===== config.mk =====
export PLATFORM = sky130hd
export DESIGN_NAME = instr_loader
export DESIGN_NICKNAME = d
export VERILOG_FILES = /design/src/rtl/cpu_pkg.sv /design/src/rtl/byte_to_word.sv /design/src/rtl/instr_loader.sv
export SDC_FILE = /design/constraint.sdc
export NUM_CORES = 1
export LEC_CHECK = 0
export ABC_AREA = 0
export CAP_MARGIN = 20
export CORE_AREA = 4 4 119 121
export CTS_CLUSTER_DIAMETER = 100
export DETAILED_ROUTE_END_ITERATION = 10
export DIE_AREA = 0 0 123 125
export PLACE_DENSITY = 0.65
export SLEW_MARGIN = 20
export SYNTH_ARGS = -nofsm -noshare
export SYNTH_HDL_FRONTEND = slang
export SYNTH_SLANG_ARGS = --single-unit

===== constraint.sdc =====
create_clock -name clk -period 2.8 [get_ports clk]
set_input_delay 0.28 -clock clk [delete_from_list [all_inputs] [get_ports clk]]
set_output_delay 0.28 -clock clk [all_outputs]
set_load 0.005 [all_outputs]

===== src/rtl/cpu_pkg.sv =====
// Shared definitions for the instruction-memory loader: state encoding and
// datapath widths.
package cpu_pkg;

  localparam int INSTR_W = 16;
  localparam int BYTE_W  = 8;

  typedef enum logic [2:0] {
    IDLE = 3'd0,
    LEN  = 3'd1,
    DATA = 3'd2,
    CSUM = 3'd3,
    DONE = 3'd4,
    ERR  = 3'd5
  } loader_state_e;

  // States in which the host link may deliver bytes.
  function automatic logic accepts_bytes(input loader_state_e s);
    return (s == LEN) || (s == DATA) || (s == CSUM);
  endfunction

endpackage


===== src/rtl/byte_to_word.sv =====
// Host-link byte assembler. A byte transfers on a clock edge where
// rx_valid && rx_ready. The first byte of each pair is the high byte; the
// word is presented combinationally, together with word_valid, during the
// cycle in which the low byte transfers.
module byte_to_word
  import cpu_pkg::*;
(
  input  logic               clk,
  input  logic               reset_n,
  input  logic               clear,
  input  logic               accept,
  input  logic [BYTE_W-1:0]  rx_data,
  input  logic               rx_valid,
  output logic               rx_ready,
  output logic               word_valid,
  output logic [INSTR_W-1:0] word
);

  logic              phase_hi_q, phase_hi_d;
  logic [BYTE_W-1:0] hi_byte_q, hi_byte_d;
  logic              xfer;

  // Handshake, phase toggle and high-byte capture.
  always_comb begin
    rx_ready   = accept;
    xfer       = rx_valid && accept;
    phase_hi_d = phase_hi_q;
    hi_byte_d  = hi_byte_q;
    if (clear) begin
      phase_hi_d = 1'b1;
    end else if (xfer) begin
      phase_hi_d = !phase_hi_q;
      if (phase_hi_q) begin
        hi_byte_d = rx_data;
      end
    end
    word_valid = xfer && !phase_hi_q;
    word       = {hi_byte_q, rx_data};
  end

  // Phase and high-byte registers; phase resets to "expecting high byte".
  always_ff @(posedge clk or negedge reset_n) begin
    if (!reset_n) begin
      phase_hi_q <= 1'b1;
      hi_byte_q  <= '0;
    end else begin
      phase_hi_q <= phase_hi_d;
      hi_byte_q  <= hi_byte_d;
    end
  end

endmodule


===== src/rtl/instr_loader.sv =====
// Instruction-memory port-2 writer. Receives a LEN / data / CSUM framed
// byte stream, writes each data word to BASE_ADDR + index (16-bit wrap),
// verifies the trailing checksum and holds the CPU while loading or in ERR.
// dbg_state exposes the FSM state for observation.
module instr_loader
  import cpu_pkg::*;
#(
  parameter logic [15:0] BASE_ADDR = 16'h0000,
  parameter logic [15:0] MAX_WORDS = 16'd4096
) (
  input  logic               clk,
  input  logic               reset_n,
  input  logic               start,
  input  logic [BYTE_W-1:0]  rx_data,
  input  logic               rx_valid,
  output logic               rx_ready,
  output logic [15:0]        instr_addr2,
  output logic [INSTR_W-1:0] instr_data2,
  output logic               instr_Wen2,
  output logic               cpu_hold,
  output logic               load_done,
  output logic               load_err,
  output logic [15:0]        words_loaded,
  output loader_state_e      dbg_state
);

  loader_state_e      state_q, state_d;
  logic [15:0]        len_q, len_d;
  logic [15:0]        idx_q, idx_d;
  logic [INSTR_W-1:0] csum_q, csum_d;
  logic [15:0]        words_q, words_d;
  logic [15:0]        addr_q, addr_d;
  logic [INSTR_W-1:0] data_q, data_d;
  logic               wen_q, wen_d;

  logic               b2w_clear;
  logic               b2w_accept;
  logic               word_valid;
  logic [INSTR_W-1:0] word;

  byte_to_word u_b2w (
    .clk        (clk),
    .reset_n    (reset_n),
    .clear      (b2w_clear),
    .accept     (b2w_accept),
    .rx_data    (rx_data),
    .rx_valid   (rx_valid),
    .rx_ready   (rx_ready),
    .word_valid (word_valid),
    .word       (word)
  );

  // Next-state and datapath updates; the write pulse lasts one cycle and
  // follows the low-byte transfer of each data word.
  always_comb begin
    state_d    = state_q;
    len_d      = len_q;
    idx_d      = idx_q;
    csum_d     = csum_q;
    words_d    = words_q;
    addr_d     = addr_q;
    data_d     = data_q;
    wen_d      = 1'b0;
    b2w_clear  = 1'b0;
    b2w_accept = accepts_bytes(state_q);
    case (state_q)
      IDLE, DONE, ERR: begin
        if (start) begin
          state_d   = LEN;
          csum_d    = '0;
          idx_d     = '0;
          words_d   = '0;
          b2w_clear = 1'b1;
        end
      end
      LEN: begin
        if (word_valid) begin
          len_d = word;
          if (word > MAX_WORDS) begin
            state_d = ERR;
          end else if (word == 16'd0) begin
            state_d = CSUM;
          end else begin
            state_d = DATA;
          end
        end
      end
      DATA: begin
        if (word_valid) begin
          addr_d  = BASE_ADDR + idx_q;
          data_d  = word;
          wen_d   = 1'b1;
          csum_d  = csum_q + word;
          idx_d   = idx_q + 16'd1;
          words_d = words_q + 16'd1;
          if (idx_q == len_q - 16'd1) begin
            state_d = CSUM;
          end
        end
      end
      CSUM: begin
        if (word_valid) begin
          state_d = (word == csum_q) ? DONE : ERR;
        end
      end
      default: state_d = IDLE;
    endcase
  end

  // State and datapath registers; everything clears on reset.
  always_ff @(posedge clk or negedge reset_n) begin
    if (!reset_n) begin
      state_q <= IDLE;
      len_q   <= '0;
      idx_q   <= '0;
      csum_q  <= '0;
      words_q <= '0;
      addr_q  <= '0;
      data_q  <= '0;
      wen_q   <= 1'b0;
    end else begin
      state_q <= state_d;
      len_q   <= len_d;
      idx_q   <= idx_d;
      csum_q  <= csum_d;
      words_q <= words_d;
      addr_q  <= addr_d;
      data_q  <= data_d;
      wen_q   <= wen_d;
    end
  end

  // Status outputs decode directly from the registered state.
  always_comb begin
    instr_addr2  = addr_q;
    instr_data2  = data_q;
    instr_Wen2   = wen_q;
    words_loaded = words_q;
    load_done    = (state_q == DONE);
    load_err     = (state_q == ERR);
    cpu_hold     = accepts_bytes(state_q) || (state_q == ERR);
    dbg_state    = state_q;
  end

endmodule


==> results.md <==
- DRT antenna net count: 0
- 1st-iter DRT viols: 265
- Die extent in x: 123 um
- Clk buf depth: 2
- Arrival time worst endpoint: 2.82 ns
- CTS buffer count: 9
- Final Hold Slack: -0.0121 ns
- Minimum clock period: 2.59 ns
- Cells along the critical path: inv_1 > ha_1 > nor2b_2 > nand2_2 > or4_1 > xnor2_1 > nor4_1 > a31oi_1 > mux2_1
- Post-DP HPWL: 9990 um
- Area share of the largest cell type after synthesis: 46.8%
- # hold bufs at CTS: 0
- Unrepaired setup endpoints after global routing: no
- Max incr delay on CP: 0.43 ns
- Status: complete, but fails checks
- Area Growth Syn to Fin: 23.3%
- Crit end category: register
- Post-CTS Resized: 0
- Mapped Area: 0.00577 sq mm
- Finish-stage setup viols: 0
- Post-synth top area cell: dfrtp_1
- Hold WC Path Type: primary input to async pin
- Post-synth EDFFs: 0
- CORE AREA: 0.0131 sq mm
- Clock slew at reported path FFs: 0.08 ns
- CTS Root Cell: clkbuf_16
- Critical path launch point type: register
- Largest net degree at the start of global routing: 62
- Adder-cell share of the synthesized area: 4.25%
- Clock Latency Late Sink: 0.36 ns
- Distinct cell type count after synthesis: 56
- VDD IR-drop max: 345 uV
- Pleak: 3.24 nW
- Number of max-cap violations: 0
- Crit path from: len_q[0]
- Async SR Flop Fraction: 100%
- Post-CTS setup buffers: 0
- Final Cycle Share: 92.4%
- Final-stage net count: 729
- Die Area: 0.0154 sq mm
- Buffers added on ports: 67
- Starting density of the core: 44.1%
- Worst reg2reg endpoint: dbg_state[2]
- First-pass GRT wire length: 22400 um
- Worst slew margin: 44.4%
- Drt drc: 0
- Global-route usage over all layers: 18.2%
- Synthesized netlist net count: 643
- Largest cells by area after synthesis: dfrtp_1 47%, nand2_1 8.7%, xor2_1 5.3%, mux2_2 4.1%, ha_1 3.9%
- Drt wl/cell: 15.3 um
- R2R setup slack: 0.21 ns
- CP Class: register to register
- H-tree Lvls: 3
- Mean Syn Cell Area: 9.43 sq um
- Fin util: 54.4%
- Final Slew Violations: 0
- Ant. Diodes: 0
- Worst-path fanout max: 5
- Row count: 42
- Largest family of logic cells by synthesized area: simple AND/OR/NAND/NOR gates
- DR vias: 4577
- Die Ht: 125 um
- Multiplexer area fraction after synthesis: 5.38%
- Clk_skew: 0.00545 ns
- I/O pin count: 68
- Ys Warns: 0
- Prevailing post-synth register cell: dfrtp_1
- GRT overflow: 0
- Sequential cell area fraction in the yosys report: 47.3%
- CTS tree: done
- Slew @ Worst Pin: 0.828 ns
- Drt total wl: 13500 um
- PD cells: 719 mW/mm^2
- Vias in the first global route: 4476
- Vias per cell: 5.21
- Simple-Gate Fraction of Synth Area: 22.7%
- Xor/xnor cell area share of the yosys netlist: 8.80%
- Clk sinks: 109
- Initial DRT Pass Iterations: 4
- Failing checks: negative hold slack
- CP Capture Point: dbg_state[2]
- FMAX: 386 MHz
- Cells after synthesis: 612
- Share of cells above drive strength 1: 11.2%
- Initial antenna violation count: 0
- R2R cell count: 9
- Setup tns final: 0 ns
- Complex-gate fraction of the synthesized area: 9.56%
- GP Congestion: 0.859
- Seq cells post-synth: 109
- Final Hold Viols: 23
- Slowest stage cell, crit path: or4_1
- Crit Reg-Reg Startpoint: len_q[0]
- Worst EP required: 3.04 ns
[registers in the layout, indices dropped and copies added, names as in the netlist]
| name | cells |
|---|---|
| instr_addr2 | 16 |
| dbg_state | 3 |
| instr_data2 | 16 |
| instr_Wen2 | 1 |
| u_b2w.phase_hi_q | 1 |
| len_q | 16 |
| csum_q | 16 |
| u_b2w.hi_byte_q | 8 |
| idx_q | 16 |
| words_loaded | 16 |
[through the flow]
step	setup WS [ns]	power (mW)	instances	hold WS (ns)	instance area, sq um
after floorplan	0.401	3.15	612	-0.0156	5770
after global placement	-0.0416	3.71	863	0.386	6800
after detailed placement	-0.0607	3.75	863	0.399	6800
after CTS	0.142	5.15	879	0.0200	7120
after global routing	0.00347	5.42	879	0.0512	7120
final	0.212	5.12	879	-0.0121	7120
[how the worst min path moves through the flow]
stage | startpoint | endpoint | slack, ns | cells after the start
floorplan | reset_n | csum_q[0] | -0.02 | 0
global placement | reset_n | instr_addr2[10] | 0.39 | 1
detailed placement | reset_n | instr_addr2[8] | 0.40 | 1
CTS | reset_n | instr_addr2[8] | 0.02 | 1
global route | reset_n | instr_addr2[9] | 0.05 | 1
finish | reset_n | instr_addr2[8] | -0.01 | 1
[power breakdown]
part	internal, mW	total (mW)	switching [mW]
combinational	0.790	1.55	0.764
sequential	1.82	2.18	0.360
clock	0.789	1.39	0.599
[layer usage]
metal  global-route usage, %  vias up  wire length (um)
met1                    25.5     2187              6460
met2                    28.1       97              6150
met3                    3.52       20               543
li1                        -     2273                 -
met5                       0        -                 0
met4                    6.51        0               327
[Yosys cell counts (5+ instances only)]
| cell type | instances |
|---|---|
| a21o_1 | 6 |
| nand2_1 | 134 |
| nor4_1 | 10 |
| clkbuf_1 | 16 |
| nand3_1 | 24 |
| xnor2_1 | 23 |
| o21ai_0 | 24 |
| nand4_1 | 11 |
| dfrtp_1 | 108 |
| nand2b_1 | 6 |
| nor3b_1 | 5 |
| nor3_1 | 6 |
| a21oi_1 | 18 |
| inv_1 | 10 |
| ha_1 | 18 |
| xor2_1 | 35 |
| nor2b_1 | 9 |
| nor2_1 | 50 |
| mux2_2 | 21 |
[cell families after synthesis]
kind of cell,after synthesis
AOI/OAI and AO/OA,85
muxes,28
buffers and inverters,31
and+or+nand+nor,282
adders and majority gates,19
xor gates and xnor gates,58
DFF,109
[cell type report]
type                            count  area, sq um
Inverter                           11         41.3
Tap cell                          176          220
Multi-Input combinational cell    472         2930
Fill cell                        1178         5970
Sequential cell                   109         2730
Clock buffer                        9          225
Clock inverter                      7         96.3
Timing Repair Buffer               95          878
[cell usage in the layout, fill, tap and decap left out, types with 5 or more instances in the layout]
cell             netlist  routed
nor3b_1                5       5
nor3_1                 6       6
xor2_1                35      35
nand4_1               11      11
o21ai_0               24      24
nand2b_1               6       6
mux2_2                21      21
nand2_1              134     134
a21o_1                 6       6
inv_1                 10      10
nor2_1                50      50
nor4_1                10      10
nor2b_1                9       8
clkbuf_16              0       9
buf_4                  0      29
dfrtp_1              108     108
a21oi_1               18      18
clkdlybuf4s50_1        0      66
nand3_1               24      24
ha_1                  18      18
xnor2_1               23      23
[critical path, delay by kind of cell, from the launching register on]
family,cells,cell delay [ns]
and+or+nand+nor,4,1.09
buffers and inverters,1,0.08
adders and majority gates,1,0.18
muxes,1,0.35
xor gates and xnor gates,1,0.15
AOI/OAI and AO/OA,1,0.20
DFF,1,0.41
Note: power is estimated with default switching activity, not from simulation.
==> patch, RTL diff (same flow settings) <==
`csum_q`, `words_q`, `addr_q` and `data_q` no longer have a reset.
--- a/src/rtl/instr_loader.sv
+++ b/src/rtl/instr_loader.sv
@@ -113,21 +113,20 @@
       state_q <= IDLE;
       len_q   <= '0;
       idx_q   <= '0;
-      csum_q  <= '0;
-      words_q <= '0;
-      addr_q  <= '0;
-      data_q  <= '0;
       wen_q   <= 1'b0;
     end else begin
       state_q <= state_d;
       len_q   <= len_d;
       idx_q   <= idx_d;
-      csum_q  <= csum_d;
-      words_q <= words_d;
-      addr_q  <= addr_d;
-      data_q  <= data_d;
       wen_q   <= wen_d;
     end
+  end
+
+  always_ff @(posedge clk) begin
+    csum_q  <= csum_d;
+    words_q <= words_d;
+    addr_q  <= addr_d;
+    data_q  <= data_d;
   end
 
   // Status outputs decode directly from the registered state.
Function: differs if reset_n is asserted again (counterexample within 10 cycles, from zero or initial values and one cycle with reset_n low); with reset_n held inactive, the same outputs for 10 cycles.
==> patch against the unedited design <==
Final area decreased by 4.8%. Clock power shrank 6%. Worst hold slack gained 0.49 ns. Routed wire length shrank 12%. Synthesized area shrank 4.7%. Power rose by 23%. Sequential cell count stayed put. Critical path type unchanged. Worst setup slack gained 0.12 ns.
==> patch: results (changes against the unedited design) <==
slowest CP cell nor4_1; routed wl met2 5670 um (-7.7%); R2R Setup Slk 0.33 ns (+0.12 ns); vias in the first global route 3881 (-13%); multiplexer share of the synthesized area 5.46% (+0.081 points); post-synthesis compound-gate area fraction 6.75% (-2.8 points); buffering overhead 11.7% (-0.67 points); nets@finish 587 (-19%); reg2reg end dbg_state[0]$_DFFE_PN0P_; ratio of cells with drive above 1 in the final layout 11.4% (+0.17 points); FF-to-FF path depth 7 (-2); xor-xnor portion of the synthesized cell area 10.1% (+1.2 points); non-clock inverter count 12 (+1); Mapped Nets 502 (-22%); dpl hpwl 8530 um (-15%); multi-input logic portion of the cell area 34.9% (-6.2 points); largest net degree at the start of global routing 46 (-26%); met2 GRT Util 25.8% (-2.3 points); Post-synth ARST share 41.3% (-59 points); number of synthesized flops with an enable pin 64 (+64); Leak Pwr 2.61 nW (-20%); GRT Util Overall 16.2% (-1.9 points); synth cell count leaders edfxtp_1, nor2_1, dfrtp_1; Placed Cells 720 (-17%); Cell Count, Final, Fillers Out 737 (-16%); layout filler cell count 1152 (-2.2%); Place WS 0.0826 ns (+0.143 ns); Slew @ Worst Pin 0.576 ns (-0.252 ns); area of the multi-input gates 2370 um^2 (-19%); Mapped Cells 471 (-23%); count of plain and timing-repair buffers 83 (-13%); Final min period 2.47 ns (-0.120 ns); dpl cell area 6460 um^2 (-5.0%); post-synth cell types 57 (+1.8%); Crit. Startpoint len_q[2]$_DFFE_PN0P_; met3 usage 5.15% (+1.6 points); register area 3050 um^2 (+12%); status finished, final reports clean
[patch: changes by cell type after synthesis, sizes merged, moves of 8 or more]
cell / unedited run / this run
nor2: 50 / 61
clkbuf: 16 / 6
dfrtp: 108 / 44
nand3: 24 / 14
edfxtp: 0 / 64
nand2: 135 / 30
o21ai: 24 / 16
[patch: how the worst min path moves through the flow]
stage | to | slack [ns]
2_1_floorplan | dbg_state[0]$_DFFE_PN0P_ | -0.02
3_3_place_gp | instr_Wen2$_DFF_PN0_ | 0.51
3_5_place_dp | instr_addr2[15]$_DFFE_PP_ | 0.51
4_1_cts | len_q[7]$_DFFE_PN0P_ | 0.14
5_1_grt | instr_Wen2$_DFF_PN0_ | 0.51
6_report | len_q[7]$_DFFE_PN0P_ | 0.47
[patch: report_power, final]
group          internal, mW  leakage (nW)  switching [mW]  total [mW]
Clock                 0.707         0.151           0.595        1.30
Combinational          1.18          1.26            1.22        2.41
Sequential             2.13          1.20           0.447        2.58
